### src/rtl/stage5_types_pkg.sv
// Shared stage-boundary payload types for the 5-stage core and helpers
// used to size the elastic pipeline registers between stages.
package stage5_types_pkg;

  typedef struct packed {
    logic [31:0] pc;
    logic [31:0] instr;
  } if_id_t;

  typedef struct packed {
    logic [31:0] pc;
    logic [31:0] rs1_val;
    logic [31:0] rs2_val;
    logic [31:0] imm;
    logic [4:0]  rd;
    logic [3:0]  alu_op;
    logic        reg_we;
    logic        mem_re;
    logic        mem_we;
  } id_ex_t;

  typedef struct packed {
    logic [31:0] alu_res;
    logic [31:0] store_data;
    logic [4:0]  rd;
    logic [2:0]  funct3;
    logic        reg_we;
    logic        mem_re;
    logic        mem_we;
  } ex_mem_t;

  typedef struct packed {
    logic [31:0] wb_data;
    logic [4:0]  rd;
    logic        reg_we;
  } mem_wb_t;

  // Payload widths per stage boundary, derived from the struct definitions
  localparam int unsigned IF_ID_W  = $bits(if_id_t);
  localparam int unsigned ID_EX_W  = $bits(id_ex_t);
  localparam int unsigned EX_MEM_W = $bits(ex_mem_t);
  localparam int unsigned MEM_WB_W = $bits(mem_wb_t);

  // Pointer width for a DEPTH-entry ring; a single entry still needs one bit
  function automatic int unsigned ptr_width(input int unsigned depth);
    return (depth > 1) ? $clog2(depth) : 1;
  endfunction

endpackage

### src/rtl/stage5_ptr_wrap.sv
// Ring-buffer pointer: increments modulo DEPTH when enabled, can be loaded.
module stage5_ptr_wrap
  import stage5_types_pkg::*;
#(
  parameter int unsigned DEPTH = 2,
  parameter int unsigned PTR_W = 1
) (
  input  logic             CLK,
  input  logic             nRST,
  input  logic             i_en,
  input  logic             i_load,
  input  logic [PTR_W-1:0] i_load_val,
  output logic [PTR_W-1:0] o_ptr
);

  logic [PTR_W-1:0] r_ptr;
  logic [PTR_W-1:0] w_next_ptr;

  // Next value wraps back to zero after the last entry; DEPTH=1 pins at zero
  always_comb begin
    w_next_ptr = '0;
    if ((DEPTH > 1) && (r_ptr != PTR_W'(DEPTH - 1)))
      w_next_ptr = r_ptr + PTR_W'(1);
  end

  // Pointer register; load (flush realignment) wins over increment
  always_ff @(posedge CLK or negedge nRST) begin
    if (!nRST)
      r_ptr <= '0;
    else if (i_load)
      r_ptr <= i_load_val;
    else if (i_en)
      r_ptr <= w_next_ptr;
  end

  assign o_ptr = r_ptr;

endmodule

### src/rtl/stage5_elastic_pipe_reg.sv
// Elastic valid/ready pipeline register between two core stages: DEPTH-entry
// ring buffer with single-cycle flush and occupancy count.
module stage5_elastic_pipe_reg
  import stage5_types_pkg::*;
#(
  parameter int unsigned WIDTH     = 32,
  parameter int unsigned DEPTH     = 2,
  parameter int unsigned READY_REG = 0
) (
  input  logic                       CLK,
  input  logic                       nRST,
  input  logic                       flush,
  input  logic                       in_valid,
  output logic                       in_ready,
  input  logic [WIDTH-1:0]           in_data,
  output logic                       out_valid,
  input  logic                       out_ready,
  output logic [WIDTH-1:0]           out_data,
  output logic [$clog2(DEPTH+1)-1:0] count,
  output logic                       empty,
  output logic                       full
);

  localparam int unsigned PTR_W = ptr_width(DEPTH);
  localparam int unsigned CNT_W = $clog2(DEPTH + 1);

  logic [CNT_W-1:0] r_count;
  logic [CNT_W-1:0] w_count_next;
  logic [PTR_W-1:0] w_wr_ptr;
  logic [PTR_W-1:0] w_rd_ptr;
  logic             w_push;
  logic             w_pop;

  assign empty     = (r_count == '0);
  assign full      = (r_count == CNT_W'(DEPTH));
  assign count     = r_count;
  assign out_valid = !empty && !flush;

  // Upstream ready: flush masks everything; otherwise optionally let a
  // same-cycle pop free a slot in a full buffer
  always_comb begin
    in_ready = 1'b0;
    if (!flush) begin
      if (READY_REG != 0)
        in_ready = !full;
      else
        in_ready = !full || out_ready;
    end
  end

  assign w_push = in_valid && in_ready;
  assign w_pop  = out_valid && out_ready;

  // Occupancy update; flush empties regardless of handshakes
  always_comb begin
    w_count_next = r_count;
    if (flush)
      w_count_next = '0;
    else if (w_push && !w_pop)
      w_count_next = r_count + CNT_W'(1);
    else if (w_pop && !w_push)
      w_count_next = r_count - CNT_W'(1);
  end

  // Occupancy register
  always_ff @(posedge CLK or negedge nRST) begin
    if (!nRST)
      r_count <= '0;
    else
      r_count <= w_count_next;
  end

  stage5_ptr_wrap #(
    .DEPTH (DEPTH),
    .PTR_W (PTR_W)
  ) u_wr_ptr (
    .CLK        (CLK),
    .nRST       (nRST),
    .i_en       (w_push),
    .i_load     (1'b0),
    .i_load_val ('0),
    .o_ptr      (w_wr_ptr)
  );

  // Flush drops held entries by snapping the read pointer onto the write pointer
  stage5_ptr_wrap #(
    .DEPTH (DEPTH),
    .PTR_W (PTR_W)
  ) u_rd_ptr (
    .CLK        (CLK),
    .nRST       (nRST),
    .i_en       (w_pop),
    .i_load     (flush),
    .i_load_val (w_wr_ptr),
    .o_ptr      (w_rd_ptr)
  );

  if (DEPTH == 1) begin : g_single
    logic [WIDTH-1:0] r_mem;

    // Single data slot, written on push, never reset
    always_ff @(posedge CLK) begin
      if (w_push)
        r_mem <= in_data;
    end

    assign out_data = r_mem;
  end else begin : g_ring
    logic [WIDTH-1:0] r_mem [DEPTH];

    // Ring storage, written at the write pointer on push, never reset
    always_ff @(posedge CLK) begin
      if (w_push)
        r_mem[w_wr_ptr] <= in_data;
    end

    assign out_data = r_mem[w_rd_ptr];
  end

  a_count_bound : assert property (@(posedge CLK) disable iff (!nRST)
    r_count <= CNT_W'(DEPTH));

  a_no_pop_empty : assert property (@(posedge CLK) disable iff (!nRST)
    !(w_pop && empty));

endmodule

### config.mk
export PLATFORM = sky130hd
export DESIGN_NAME = stage5_elastic_pipe_reg
export DESIGN_NICKNAME = d
export VERILOG_FILES = /design/src/rtl/stage5_types_pkg.sv /design/src/rtl/stage5_ptr_wrap.sv /design/src/rtl/stage5_elastic_pipe_reg.sv
export SDC_FILE = /design/constraint.sdc
export NUM_CORES = 1
export LEC_CHECK = 0
export BUFFER_PORTS_ARGS = -buffer_cell sky130_fd_sc_hd__buf_2
export CAP_MARGIN = 25
export CELL_PAD_IN_SITES_DETAIL_PLACEMENT = 0
export CELL_PAD_IN_SITES_GLOBAL_PLACEMENT = 1
export CORE_ASPECT_RATIO = 1.2
export CORE_MARGIN = 2
export CORE_UTILIZATION = 30
export CTS_CLUSTER_DIAMETER = 120
export CTS_CLUSTER_SIZE = 12
export DETAILED_ROUTE_END_ITERATION = 16
export PLACE_DENSITY_LB_ADDON = 0.1
export SLEW_MARGIN = 5
export SYNTH_ARGS = -nofsm -noshare
export SYNTH_HDL_FRONTEND = slang
export SYNTH_HIERARCHICAL = 1
export SYNTH_SLANG_ARGS = --single-unit
### constraint.sdc
create_clock -name CLK -period 4.2 [get_ports CLK]
set_input_delay 0.63 -clock CLK [delete_from_list [all_inputs] [get_ports CLK]]
set_output_delay 0.63 -clock CLK [all_outputs]
set_load 0.005 [all_outputs]
Yosys cells after proc, flatten, opt, wreduce, memory -nomap -nowiden
Memory sizes are Yosys's and may differ from the RTL's.
Index checks and enable logic that the tools add are counted.
{"block": "classes", "n_addsub": 4, "n_mul": 0, "div_mod_pow": 0, "magnitude_cmp": 0, "n_eq_ne": 1, "n_shift": 0, "n_mux": 10, "bitwise": 0, "reduce_logical": 14}
{"op": "1-bit 2-to-1 mux", "n": 7}
{"op": "2-bit 2-to-1 mux", "n": 3}
{"op": "1-bit logical AND", "n": 5}
{"op": "1-bit logical NOT", "n": 5}
{"op": "3-bit nonzero test", "n": 1}
{"op": "1-bit adder, second input constant", "n": 2}
{"op": "2-bit by 1-bit adder with 2-bit output, second input constant", "n": 1}
{"op": "2-bit equality test, second input constant", "n": 1}
{"op": "2-bit logical NOT", "n": 1}
{"op": "2-bit nonzero test", "n": 1}
{"op": "2-bit by 1-bit subtractor with 2-bit output, second input constant", "n": 1}
{"op": "1-bit logical OR", "n": 1}
{"block": "word_totals", "ff_bits": 4, "latchBits": 0, "ramBits": 64, "mem_bits_ro": 0, "wordCells": 33, "n_memories": 1}
{"memory": "g_ring.r_mem", "words": 2, "width": 32, "rd": 1, "rd_clocked_by_memory_dff": 0, "write_ports": 1, "line_no": "stage5_elastic_pipe_reg.sv:109", "text": "logic [WIDTH-1:0] r_mem [DEPTH];"}

Depth between registers and ports, before layout
Gate-level depths: netlist of run 1.
{"block": "logic_depth", "word_depth": 10, "ltp_mapped": 4}

By module
Netlist of run 1, hierarchy kept.
{"mod": "stage5_elastic_pipe_reg", "instances": 1, "cells_each": 123, "area_per_inst_um2": 2487.4}
{"mod": "stage5_ptr_wrap", "instances": 2, "cells_each": 4, "area_per_inst_um2": 42.5}

Worst setup path before layout of run 1
No wires, ideal clock.
{"block": "synth_timing", "path_kind": "in2reg", "start": "input out_ready", "end": "memory g_ring.r_mem[0][0], enable pin", "arrival_ps": 2378, "required_time_ps": 3775, "slack_ps": 1398, "path_stages": 3, "n_path_buf": 0, "path_cell_list": "nor3b_2 nor3b_2 nor2b_1"}
{"block": "synth_between", "elab_chain_len": 5}
{"item": "start: declaration", "line_no": "stage5_elastic_pipe_reg.sv:17", "text": "input logic out_ready,"}
{"item": "1-bit logical OR", "line_no": "stage5_elastic_pipe_reg.sv:47", "text": "in_ready = !full || out_ready;"}
{"item": "1-bit 2-to-1 mux", "line_no": "stage5_elastic_pipe_reg.sv:43", "text": "if (!flush) begin"}
{"item": "1-bit logical AND", "line_no": "stage5_elastic_pipe_reg.sv:51", "text": "assign w_push = in_valid && in_ready;"}
{"item": "via w_push", "line_no": "stage5_elastic_pipe_reg.sv:31", "text": "logic w_push;"}
{"item": "1-bit 2-to-1 mux", "line_no": "stage5_elastic_pipe_reg.sv:113", "text": "if (w_push)"}
{"item": "1-bit 2-to-1 mux (not written as such)", "line_no": "stage5_elastic_pipe_reg.sv:114", "text": "r_mem[w_wr_ptr] <= in_data;"}
{"item": "end: declaration", "line_no": "stage5_elastic_pipe_reg.sv:109"}
The timed path passes the listed nets, and every way through them passes these cells.

Final worst setup path of run 1
{"block": "layout_timing", "start": "register u_rd_ptr.r_ptr, in the netlist u_rd_ptr/o_ptr", "end": "output out_data[1]"}
{"block": "layout_between", "elab_chain_len": 1}
{"item": "start: declaration", "line_no": "stage5_ptr_wrap.sv:16", "text": "logic [PTR_W-1:0] r_ptr;"}
{"item": "start signal: assignment", "line_no": "stage5_ptr_wrap.sv:31", "text": "r_ptr <= i_load_val;"}
{"item": "start signal: assignment", "line_no": "stage5_ptr_wrap.sv:33", "text": "r_ptr <= w_next_ptr;"}
{"item": "memory 2 x 32 bit"}
{"item": "end: declaration", "line_no": "stage5_elastic_pipe_reg.sv:18", "text": "output logic [WIDTH-1:0] out_data,"}
Every way passes these cells.

==> results.sh, run 1 <==
export IMPL_status="complete, no violations"
export IMPL_synth_largest_area_cell="edfxtp_1"
export IMPL_drt_first_pass_iters=4
export IMPL_io_buffers=74
export IMPL_clock_sinks=68
export IMPL_layout_setup_ws_ps=1580
export IMPL_wl_per_cell_microns=14.4
export IMPL_antenna_found_initial=0
export IMPL_cts_setup_buffers=0
export IMPL_path_cells="buf_4 > mux2_2 > buf_2"
export IMPL_p_comb_share_pct=11.2
export IMPL_hold_buffers=0
export IMPL_dieArea_sq_um=9330
export IMPL_cts_tree="built"
export IMPL_p_per_area_nw_per_um2=443
export IMPL_die_width_microns=88.5
export IMPL_slew_headroom_pct=37.1
export IMPL_worst_setup_path_end_kind="primary output"
export IMPL_cpMaxStageDelayCell="dfrtp_1"
export IMPL_clock_path_buffers=2
export IMPL_drc=0
export IMPL_hold_viol=0
export IMPL_crit_arrival_ps=1990
export IMPL_worstHoldPathType="input port to async pin"
export IMPL_grt_pass1_vias=1570
export IMPL_postRouteAntennaNets=0
export IMPL_ys_ff_latch=68
export IMPL_cellLeakagePower_nw=1.23
export IMPL_power_frac_clock_pct=34.2
export IMPL_p_int_mw=1.13
export IMPL_die_y_microns=105
export IMPL_tns_ps=0
export IMPL_synth_ff_type="edfxtp_1"
export IMPL_avgViaCountPerCell=4.24
export IMPL_drtIter0Drc=68
export IMPL_yosys_top_cells_count="64 x edfxtp_1, 28 x mux2_2, 4 x dfrtp_1, 4 x mux2_1, 4 x nor2_1"
export IMPL_cap_violations=0
export IMPL_netlist_instances=131
export IMPL_grt_max_degree=33
export IMPL_routed_wl_microns=4870
export IMPL_cts_resized=0
export IMPL_grt_pass1_wl_microns=7340
export IMPL_slowest_delay_ps=740
export IMPL_setup_viol_count_final=0
export IMPL_syn2layout_area_growth_pct=27.5
export IMPL_synth_edff_count=64
export IMPL_num_io_pins=75
export IMPL_synthArstFlopShare_pct=5.88
export IMPL_avgSynthCellArea_sq_um=19.6
export IMPL_ir_worst_vdd_mv=0.225
export IMPL_fmax_mhz=382
export IMPL_worst_path_max_fanout=20
export IMPL_cts_htree_levels=3
export IMPL_power_switching_mw=0.324
export IMPL_ys_seq_area_share_pct=78.6
export IMPL_rows=37
export IMPL_yosysMostFrequentCell="edfxtp_1"
export IMPL_rsz0062_at_grt="false"
export IMPL_grt_usage_pct=10.8
export IMPL_timing_critical_path_buf_inv=2
export IMPL_core_area_sq_um=8470
export IMPL_diodes=0
export IMPL_final_period_minus_worst_setup_slack_ps=2620
export IMPL_yosys_area_top_type_share_pct=74.7
export IMPL_clock_skew_ps=4.58
export IMPL_layout_nets=253
export IMPL_drive_gt1_share_pct=56.8
export IMPL_tightest_slew_ps=942
export IMPL_worstSkewPairLatency_ps=330
export IMPL_place_congestion=0.719
export IMPL_ys_types=22
export IMPL_clockRootBuffer="clkbuf_8"
export IMPL_start_kind="flop"
export IMPL_critical_path_class="flop to primary output"
export IMPL_yosys_top_cells_area="edfxtp_1 75%, mux2_2 12%, dfrtp_1 3.9%"
export IMPL_report_final_slew_viol_count=0
export IMPL_ys_warn_count=6
export IMPL_cts_buffers=9
export IMPL_place_ws_ps=1850
export IMPL_fillers=826
export IMPL_p_sw_share_pct=22.3
export IMPL_cp_required_ps=3570
export IMPL_initial_utilization_pct=30.4
export IMPL_routed_via_count=1428
export IMPL_period_share_pct=62.4
export IMPL_cpLargestDelayFamily="flip-flops"
export IMPL_synth_area_sq_um=2570
export IMPL_seqPwrFrac_pct=54.6
export IMPL_clk_pin_slew_ps=70
export IMPL_grt_overflow=0
export IMPL_hpwlAfterDp_microns=3300
flip-flops by register name, summed over array words and instances, names as in the netlist:
name and count:
g_ring.r_mem 64, count 2, u_rd_ptr/o_ptr 1, u_wr_ptr/o_ptr 1
logic make-up (layout without fill, tap and decap cells):
family                 after synthesis  after routing  synth area share, %
flip-flops                          68             68                 78.6
multiplexers                        32             32                 14.0
AND/OR/NAND/NOR                     14             14                 3.21
AO/OA/AOI/OAI                        7              7                 1.99
buffers and inverters                6             93                 1.02
XOR/XNOR                             3              3                 1.02
other                                1              3                0.146
worst paths after layout:
check                                                 from                             to  slack (ps)  cells after the start
worst max-delay path            u_rd_ptr/o_ptr$_DFFE_PN0P_                    out_data[1]        1580                      3
worst min-delay path                                  nRST           count[1]$_DFFE_PN0P_         100                      1
worst max register to register        count[1]$_DFFE_PN0P_  g_ring.r_mem[0][21]$_DFFE_PP_        2090                      3
worst min register to register  u_wr_ptr/o_ptr$_DFFE_PN0P_     u_rd_ptr/o_ptr$_DFFE_PN0P_         610                      2
max in group asynchronous                             nRST     u_rd_ptr/o_ptr$_DFFE_PN0P_        3960                      1
min in group CLK                               in_data[30]  g_ring.r_mem[0][30]$_DFFE_PP_         490                      1
stage by stage:
stage / util [%] / cell area, sq um / instances / hold slack [ps] / total power [mW]
2_1_floorplan: - / 2580 / 133 / 334 / 0.892
3_3_place_gp: 36.6 / 3100 / 322 / 447 / 0.970
3_5_place_dp: 36.6 / 3100 / 322 / 452 / 0.975
4_1_cts: 38.7 / 3280 / 337 / 92.6 / 1.48
5_1_grt: 38.7 / 3280 / 337 / 87.3 / 1.52
6_report: 38.7 / 3280 / 337 / 104 / 1.45
power by group through the flow:
stage	registers (mW)	logic [mW]	clock network, mW
2_1_floorplan	0.798	0.0941	0
3_3_place_gp	0.806	0.164	0
3_5_place_dp	0.808	0.167	0
4_1_cts	0.794	0.168	0.515
5_1_grt	0.797	0.178	0.541
6_report	0.793	0.162	0.496
per-layer routing:
layer  track usage, %  wire [microns]  part of all wire (%)  vias up
li1                 -               -                     -      674
met1             10.9            1870                    38      702
met2             19.0            2640                    54       44
met3             3.52             265                   5.4        8
met4             5.84              86                   1.8        0
met5                0               0                     0        -
area by class of cell:
type / count / area (sq um) / share of cell area (%)
sequential: 68 / 2020 / 61.6
timing repair buffer: 76 / 385 / 11.7
clock inverter: 6 / 56.3 / 1.72
tap: 117 / 146 / 4.46
multi-input combinational: 59 / 539 / 16.4
inverter: 2 / 7.51 / 0.229
clock buffer: 9 / 124 / 3.78
placed cells by master (no fill, tap or decap), drive strengths merged:
| cell | count |
|---|---|
| inv | 2 |
| nor2b | 1 |
| nand2 | 2 |
| o21ai | 2 |
| edfxtp | 64 |
| conb | 3 |
| mux2 | 32 |
| dfrtp | 4 |
| clkbuf | 9 |
| a21oi | 3 |
| bufinv | 1 |
| xnor2 | 2 |
| a221oi | 1 |
| xor2 | 1 |
| clkinv | 4 |
| nor3 | 2 |
| and2 | 1 |
| clkinvlp | 1 |
| nor2 | 4 |
| nand2b | 1 |
| or3 | 1 |
| a41o | 1 |
| nor3b | 2 |
| buf | 76 |
worst register-to-register path: cells and delay by family, from the launching register on:
kind             cells  cell delay [ps]
flip-flops           1              450
AND/OR/NAND/NOR      3             1270
Note: power is estimated with default switching activity, not from simulation.
==> inputs of run 2 (changes only) <==
clock period = 2.7 ns   (was 4.2 ns; I/O delays follow)
==> run 2 against run 1 <==
Compared with the run above: clock power grew 78%; non-clock buffer count is 2 higher; sequential share of layout area shrank 1.2 points; worst setup slack worse by 970 ps; combinational power increased by 65%; worst hold slack better by 160 ps; power rose by 64%; routed wire length fell by 0.35%; highest routed layer unchanged; first-iteration DRC count decreased by 15%.
==> results.sh, run 2 (same netlist as run 1, synthesis figures left out) <==
export IMPL_status="complete, no violations"
export IMPL_hpwlAfterDp_microns=3310
export IMPL_timing_critical_path_buf_inv=2
export IMPL_cpMaxStageDelayCell="dfrtp_1"
export IMPL_crit_path_end="out_data[16]"
export IMPL_clock_skew_ps=8.14
export IMPL_p_per_area_nw_per_um2=710
export IMPL_io_buffers=74
export IMPL_antenna_found_initial=0
export IMPL_rows=37
export IMPL_period_share_pct=77.4
export IMPL_diodes=0
export IMPL_largest_reg_flops=64
export IMPL_worst_path_max_fanout=30
export IMPL_crit_arrival_ps=1690
export IMPL_critical_path_class="flop to primary output"
export IMPL_start_kind="flop"
export IMPL_path_cells="buf_4 > mux2_1 > buf_2"
export IMPL_wl_per_cell_microns=14.3
export IMPL_final_period_minus_worst_setup_slack_ps=2090
export IMPL_seqPwrFrac_pct=51.5
export IMPL_grt_pass1_vias=1505
export IMPL_regMostFlops="g_ring.r_mem"
export IMPL_cellLeakagePower_nw=1.25
export IMPL_slew_headroom_pct=65.1
export IMPL_regToRegSetupSlack_ps=720
export IMPL_hold_viol=0
export IMPL_worst_path_stages=3
export IMPL_tns_ps=0
export IMPL_grt_overflow=0
export IMPL_power_switching_mw=0.513
export IMPL_layout_nets=255
export IMPL_place_congestion=0.669
export IMPL_cts_resized=0
export IMPL_tightest_slew_ps=523
export IMPL_postRouteAntennaNets=0
export IMPL_rr_startpoint="count[1]$_DFFE_PN0P_"
export IMPL_die_width_microns=88.5
export IMPL_worstHoldPathType="input port to flop"
export IMPL_initial_utilization_pct=30.4
export IMPL_routed_wl_microns=4850
export IMPL_dieArea_sq_um=9330
export IMPL_p_sw_share_pct=21.6
export IMPL_finish_utilization_pct=39.5
export IMPL_worstSkewPairLatency_ps=320
export IMPL_ir_worst_vdd_mv=0.401
export IMPL_grt_usage_pct=10.8
export IMPL_grt_max_degree=31
export IMPL_reg2reg_depth=4
export IMPL_drive_gt1_share_pct=57.7
export IMPL_grt_pass1_wl_microns=7420
export IMPL_rsz0062_at_grt="false"
export IMPL_drt_first_pass_iters=4
export IMPL_power_frac_clock_pct=37.2
export IMPL_final_common_cell="buf_2"
export IMPL_clock_path_buffers=2
export IMPL_report_final_slew_viol_count=0
export IMPL_worst_setup_path_end_kind="primary output"
export IMPL_p_comb_share_pct=11.3
export IMPL_p_int_mw=1.86
export IMPL_startpoint="u_rd_ptr/o_ptr$_DFFE_PN0P_"
export IMPL_syn2layout_area_growth_pct=30.0
export IMPL_cp_required_ps=2300
export IMPL_mostFrequentLayoutCells="74 x buf_2, 64 x edfxtp_1, 28 x mux2_2"
export IMPL_cts_buffers=9
export IMPL_clockRootBuffer="clkbuf_8"
export IMPL_routed_via_count=1399
export IMPL_cap_violations=0
export IMPL_drc=0
export IMPL_clk_pin_slew_ps=70
export IMPL_cts_tree="built"
export IMPL_clock_sinks=68
export IMPL_num_io_pins=75
export IMPL_cpLargestDelayFamily="buffers and inverters"
export IMPL_core_area_sq_um=8470
export IMPL_fmax_mhz=478
export IMPL_avgViaCountPerCell=4.13
export IMPL_die_y_microns=105
export IMPL_drtIter0Drc=58
export IMPL_setup_viol_count_final=0
export IMPL_r2r_end="g_ring.r_mem[0][2]$_DFFE_PP_"
export IMPL_cts_htree_levels=3
export IMPL_slowest_delay_ps=420
run 2: layout make-up:
| class | count | area (sq um) |
|---|---|---|
| multi-input cells | 59 | 541 |
| well taps | 117 | 146 |
| repair buffers | 78 | 415 |
| clock inverters | 6 | 88.8 |
| fillers | 809 | 5130 |
| inverters | 2 | 7.51 |
| clock buffers | 9 | 124 |
| flip-flops and latches | 68 | 2020 |
run 2: routing by layer:
layer	vias up	GRT usage (%)	part of all wire, %
met5	-	0	0
li1	674	-	-
met2	53	17.7	51
met3	4	4.39	6.0
met4	0	4.22	0.91
met1	668	12.6	43
run 2: stage by stage:
| step | power [mW] | cells | setup slack (ps) | hold slack [ps] | cell area [sq um] |
|---|---|---|---|---|---|
| 2_1_floorplan | 1.39 | 133 | 546 | 109 | 2580 |
| 3_3_place_gp | 1.51 | 323 | 774 | 221 | 3120 |
| 3_5_place_dp | 1.52 | 323 | 702 | 219 | 3120 |
| 4_1_cts | 2.42 | 339 | 551 | 237 | 3340 |
| 5_1_grt | 2.49 | 339 | 495 | 228 | 3340 |
| 6_report | 2.37 | 339 | 609 | 263 | 3340 |
run 2: power by group through the flow:
stage                     logic, mW  clock network [mW]  registers (mW)
after floorplan               0.147                   0            1.24
after global placement        0.269                   0            1.24
after detailed placement      0.272                   0            1.25
after CTS                     0.276               0.917            1.22
after global routing          0.294               0.972            1.23
final                         0.268               0.884            1.22
run 2: what timing repair did:
item                                    4_1_cts  5_1_grt
hold buffers                                  1        0
buffers inserted                              0        0
hold endpoints to repair                      4        0
endpoints found under the setup margin        0        0
run 2: worst min-delay path by stage:
stage / startpoint / end / slack [ps] / cells past startpoint
5_1_grt: in_data[25] / g_ring.r_mem[1][25]$_DFFE_PP_ / 230 / 1
6_report: in_data[0] / g_ring.r_mem[0][0]$_DFFE_PP_ / 260 / 1
2_1_floorplan: nRST / count[0]$_DFFE_PN0P_ / 110 / 0
3_5_place_dp: nRST / count[0]$_DFFE_PN0P_ / 220 / 1
3_3_place_gp: nRST / u_rd_ptr/o_ptr$_DFFE_PN0P_ / 220 / 1
4_1_cts: in_data[0] / g_ring.r_mem[0][0]$_DFFE_PP_ / 240 / 1
run 2: worst reg2reg max path: cells and delay by family, from the launching register on:
kind	cells	cell delay, ps
AND/OR/NAND/NOR	3	1010
buffers and inverters	1	240
flip-flops	1	450
==> inputs of run 3 (changes only) <==
clock period = 2.03 ns   (was 2.7 ns; I/O delays follow)
==> run 3 against run 2 <==
Compared with the run above: sequential share of layout area is 0.69 points lower; critical path depth is the same; clock skew decreased by 0.72 ps; register-to-register slack got worse by 480 ps; utilization rose by 0.46 points; cell count grew 1.2%; count of clock-buffer cells in the layout up 1; via count up 2.9%; combinational power grew 41%.
==> results.sh, run 3 (same netlist as run 1, synthesis figures left out) <==
export IMPL_status="complete, no violations"
export IMPL_hold_path_depth=1
export IMPL_power_switching_mw=0.697
export IMPL_clock_path_buffers=2
export IMPL_critical_path_class="flop to primary output"
export IMPL_p_per_area_nw_per_um2=907
export IMPL_timing_critical_path_buf_inv=2
export IMPL_worstSkewPairLatency_ps=340
export IMPL_drive_gt1_share_pct=58.0
export IMPL_io_buffers=74
export IMPL_cts_buffers=9
export IMPL_largest_reg_flops=64
export IMPL_route_met2_wl_microns=2640
export IMPL_timing_hold_ws_ps=154
export IMPL_regMostFlops="g_ring.r_mem"
export IMPL_num_io_pins=75
export IMPL_rsz0062_at_grt="false"
export IMPL_path_cells="buf_4 > mux2_2 > buf_2"
export IMPL_holdCritStartpoint="in_data[27]"
export IMPL_worstHoldPathType="input port to flop"
export IMPL_p_sw_share_pct=22.7
export IMPL_fmax_mhz=557
export IMPL_cpLargestDelayFamily="buffers and inverters"
export IMPL_drc=0
export IMPL_rr_startpoint="count[1]$_DFFE_PN0P_"
export IMPL_mostFrequentLayoutCells="74 x buf_2, 64 x edfxtp_1, 28 x mux2_2"
export IMPL_clockRootBuffer="clkbuf_8"
export IMPL_cts_tree="built"
export IMPL_worstHoldEndpoint="g_ring.r_mem[0][27]$_DFFE_PP_"
export IMPL_routed_wl_microns=4940
export IMPL_clock_skew_ps=7.42
export IMPL_p_int_mw=2.37
export IMPL_report_final_slew_viol_count=0
export IMPL_place_ws_ps=231
export IMPL_final_period_minus_worst_setup_slack_ps=1790
export IMPL_met3_length_microns=263
export IMPL_rows=37
export IMPL_hpwlAfterDp_microns=3500
export IMPL_power_frac_clock_pct=34.8
export IMPL_worst_path_max_fanout=21
export IMPL_cap_violations=0
export IMPL_cpMaxStageDelayCell="mux2_2"
export IMPL_place_congestion=0.703
export IMPL_cellLeakagePower_nw=1.27
export IMPL_grt_overflow=0
export IMPL_hold_viol=0
export IMPL_grt_pass1_wl_microns=7320
export IMPL_grt_max_degree=22
export IMPL_drtIter0Drc=43
export IMPL_wl_per_cell_microns=14.4
export IMPL_initial_utilization_pct=30.4
export IMPL_cts_htree_levels=3
export IMPL_clock_sinks=68
export IMPL_worst_setup_path_end_kind="primary output"
export IMPL_period_share_pct=88.4
export IMPL_start_kind="flop"
export IMPL_tns_ps=0
export IMPL_crit_arrival_ps=1490
export IMPL_clk_pin_slew_ps=80
export IMPL_routed_via_count=1439
export IMPL_die_width_microns=88.5
export IMPL_postRouteAntennaNets=0
export IMPL_avgViaCountPerCell=4.20
export IMPL_ir_worst_vdd_mv=0.470
export IMPL_cp_required_ps=1730
export IMPL_layout_setup_ws_ps=235
export IMPL_cts_setup_buffers=0
export IMPL_antenna_found_initial=0
export IMPL_reg2reg_depth=4
export IMPL_dr_max_layer_used="met4"
export IMPL_slowest_delay_ps=390
export IMPL_regToRegSetupSlack_ps=240
export IMPL_grt_pass1_vias=1537
export IMPL_diodes=0
export IMPL_startpoint="u_rd_ptr/o_ptr$_DFFE_PN0P_"
export IMPL_layout_nets=258
export IMPL_grt_usage_pct=10.9
export IMPL_dieArea_sq_um=9330
export IMPL_core_area_sq_um=8470
export IMPL_r2r_end="g_ring.r_mem[0][9]$_DFFE_PP_"
export IMPL_die_y_microns=105
export IMPL_p_comb_share_pct=12.3
export IMPL_setup_viol_count_final=0
export IMPL_final_common_cell="buf_2"
export IMPL_seqPwrFrac_pct=52.9
export IMPL_syn2layout_area_growth_pct=31.5
export IMPL_wl_met1_microns=1970
export IMPL_drt_first_pass_iters=4
## run 3: changes by cell type in the layout (fill, tap and decap cells not counted), sizes merged
cell    change
clkbuf      +1
clkinv      +1
bufinv      -1
buf         +3
## run 3: how the worst max path moves through the flow
stage,endpoint,depth (start not counted)
6_report,out_data[23],3
5_1_grt,g_ring.r_mem[0][9]$_DFFE_PP_,4
4_1_cts,out_data[0],3
3_5_place_dp,g_ring.r_mem[0][8]$_DFFE_PP_,4
3_3_place_gp,g_ring.r_mem[0][8]$_DFFE_PP_,4
2_1_floorplan,g_ring.r_mem[0][0]$_DFFE_PP_,3
## run 3: metrics by stage
| step | power (mW) | instance area [sq um] | instances | util (%) |
|---|---|---|---|---|
| 5_1_grt | 3.21 | 3380 | 343 | 39.9 |
| 6_report | 3.07 | 3380 | 343 | 39.9 |
| 3_5_place_dp | 2.04 | 3180 | 326 | 37.6 |
| 2_1_floorplan | 1.85 | 2590 | 133 | - |
| 3_3_place_gp | 2.03 | 3180 | 326 | 37.6 |
| 4_1_cts | 3.12 | 3380 | 343 | 39.9 |
## run 3: power by group through the flow
| stage | Combinational, mW | Sequential (mW) | Clock (mW) |
|---|---|---|---|
| after floorplan | 0.196 | 1.65 | 0 |
| after global placement | 0.379 | 1.65 | 0 |
| after detailed placement | 0.385 | 1.66 | 0 |
| after CTS | 0.388 | 1.62 | 1.11 |
| after global routing | 0.412 | 1.63 | 1.17 |
| final | 0.378 | 1.62 | 1.07 |
## run 3: per-layer routing
layer  track usage (%)  up-vias
met2              18.9       49
li1                  -      682
met4              5.19        0
met3              4.39        6
met1              11.2      702
met5                 0        -
## run 3: cell type report
| type | instances | area [sq um] |
|---|---|---|
| Clock inverter | 6 | 63.8 |
| Fill cell | 814 | 5090 |
| Multi-Input combinational cell | 59 | 541 |
| Clock buffer | 10 | 128 |
| Timing Repair Buffer | 81 | 475 |
| Tap cell | 117 | 146 |
| Inverter | 2 | 7.51 |
| Sequential cell | 68 | 2020 |
## run 3: worst reg2reg max path: stages (launching register included)
cell	delay, ps
dfrtp_1	460
nor3b_2	200
nor3b_2	250
nor2b_4	390
buf_12	200
## run 3: timing repair
action,CTS,global route
endpoints found under the setup margin,0,0
endpoints found under the hold margin,4,0
hold buffers,1,0
resized for setup,0,0
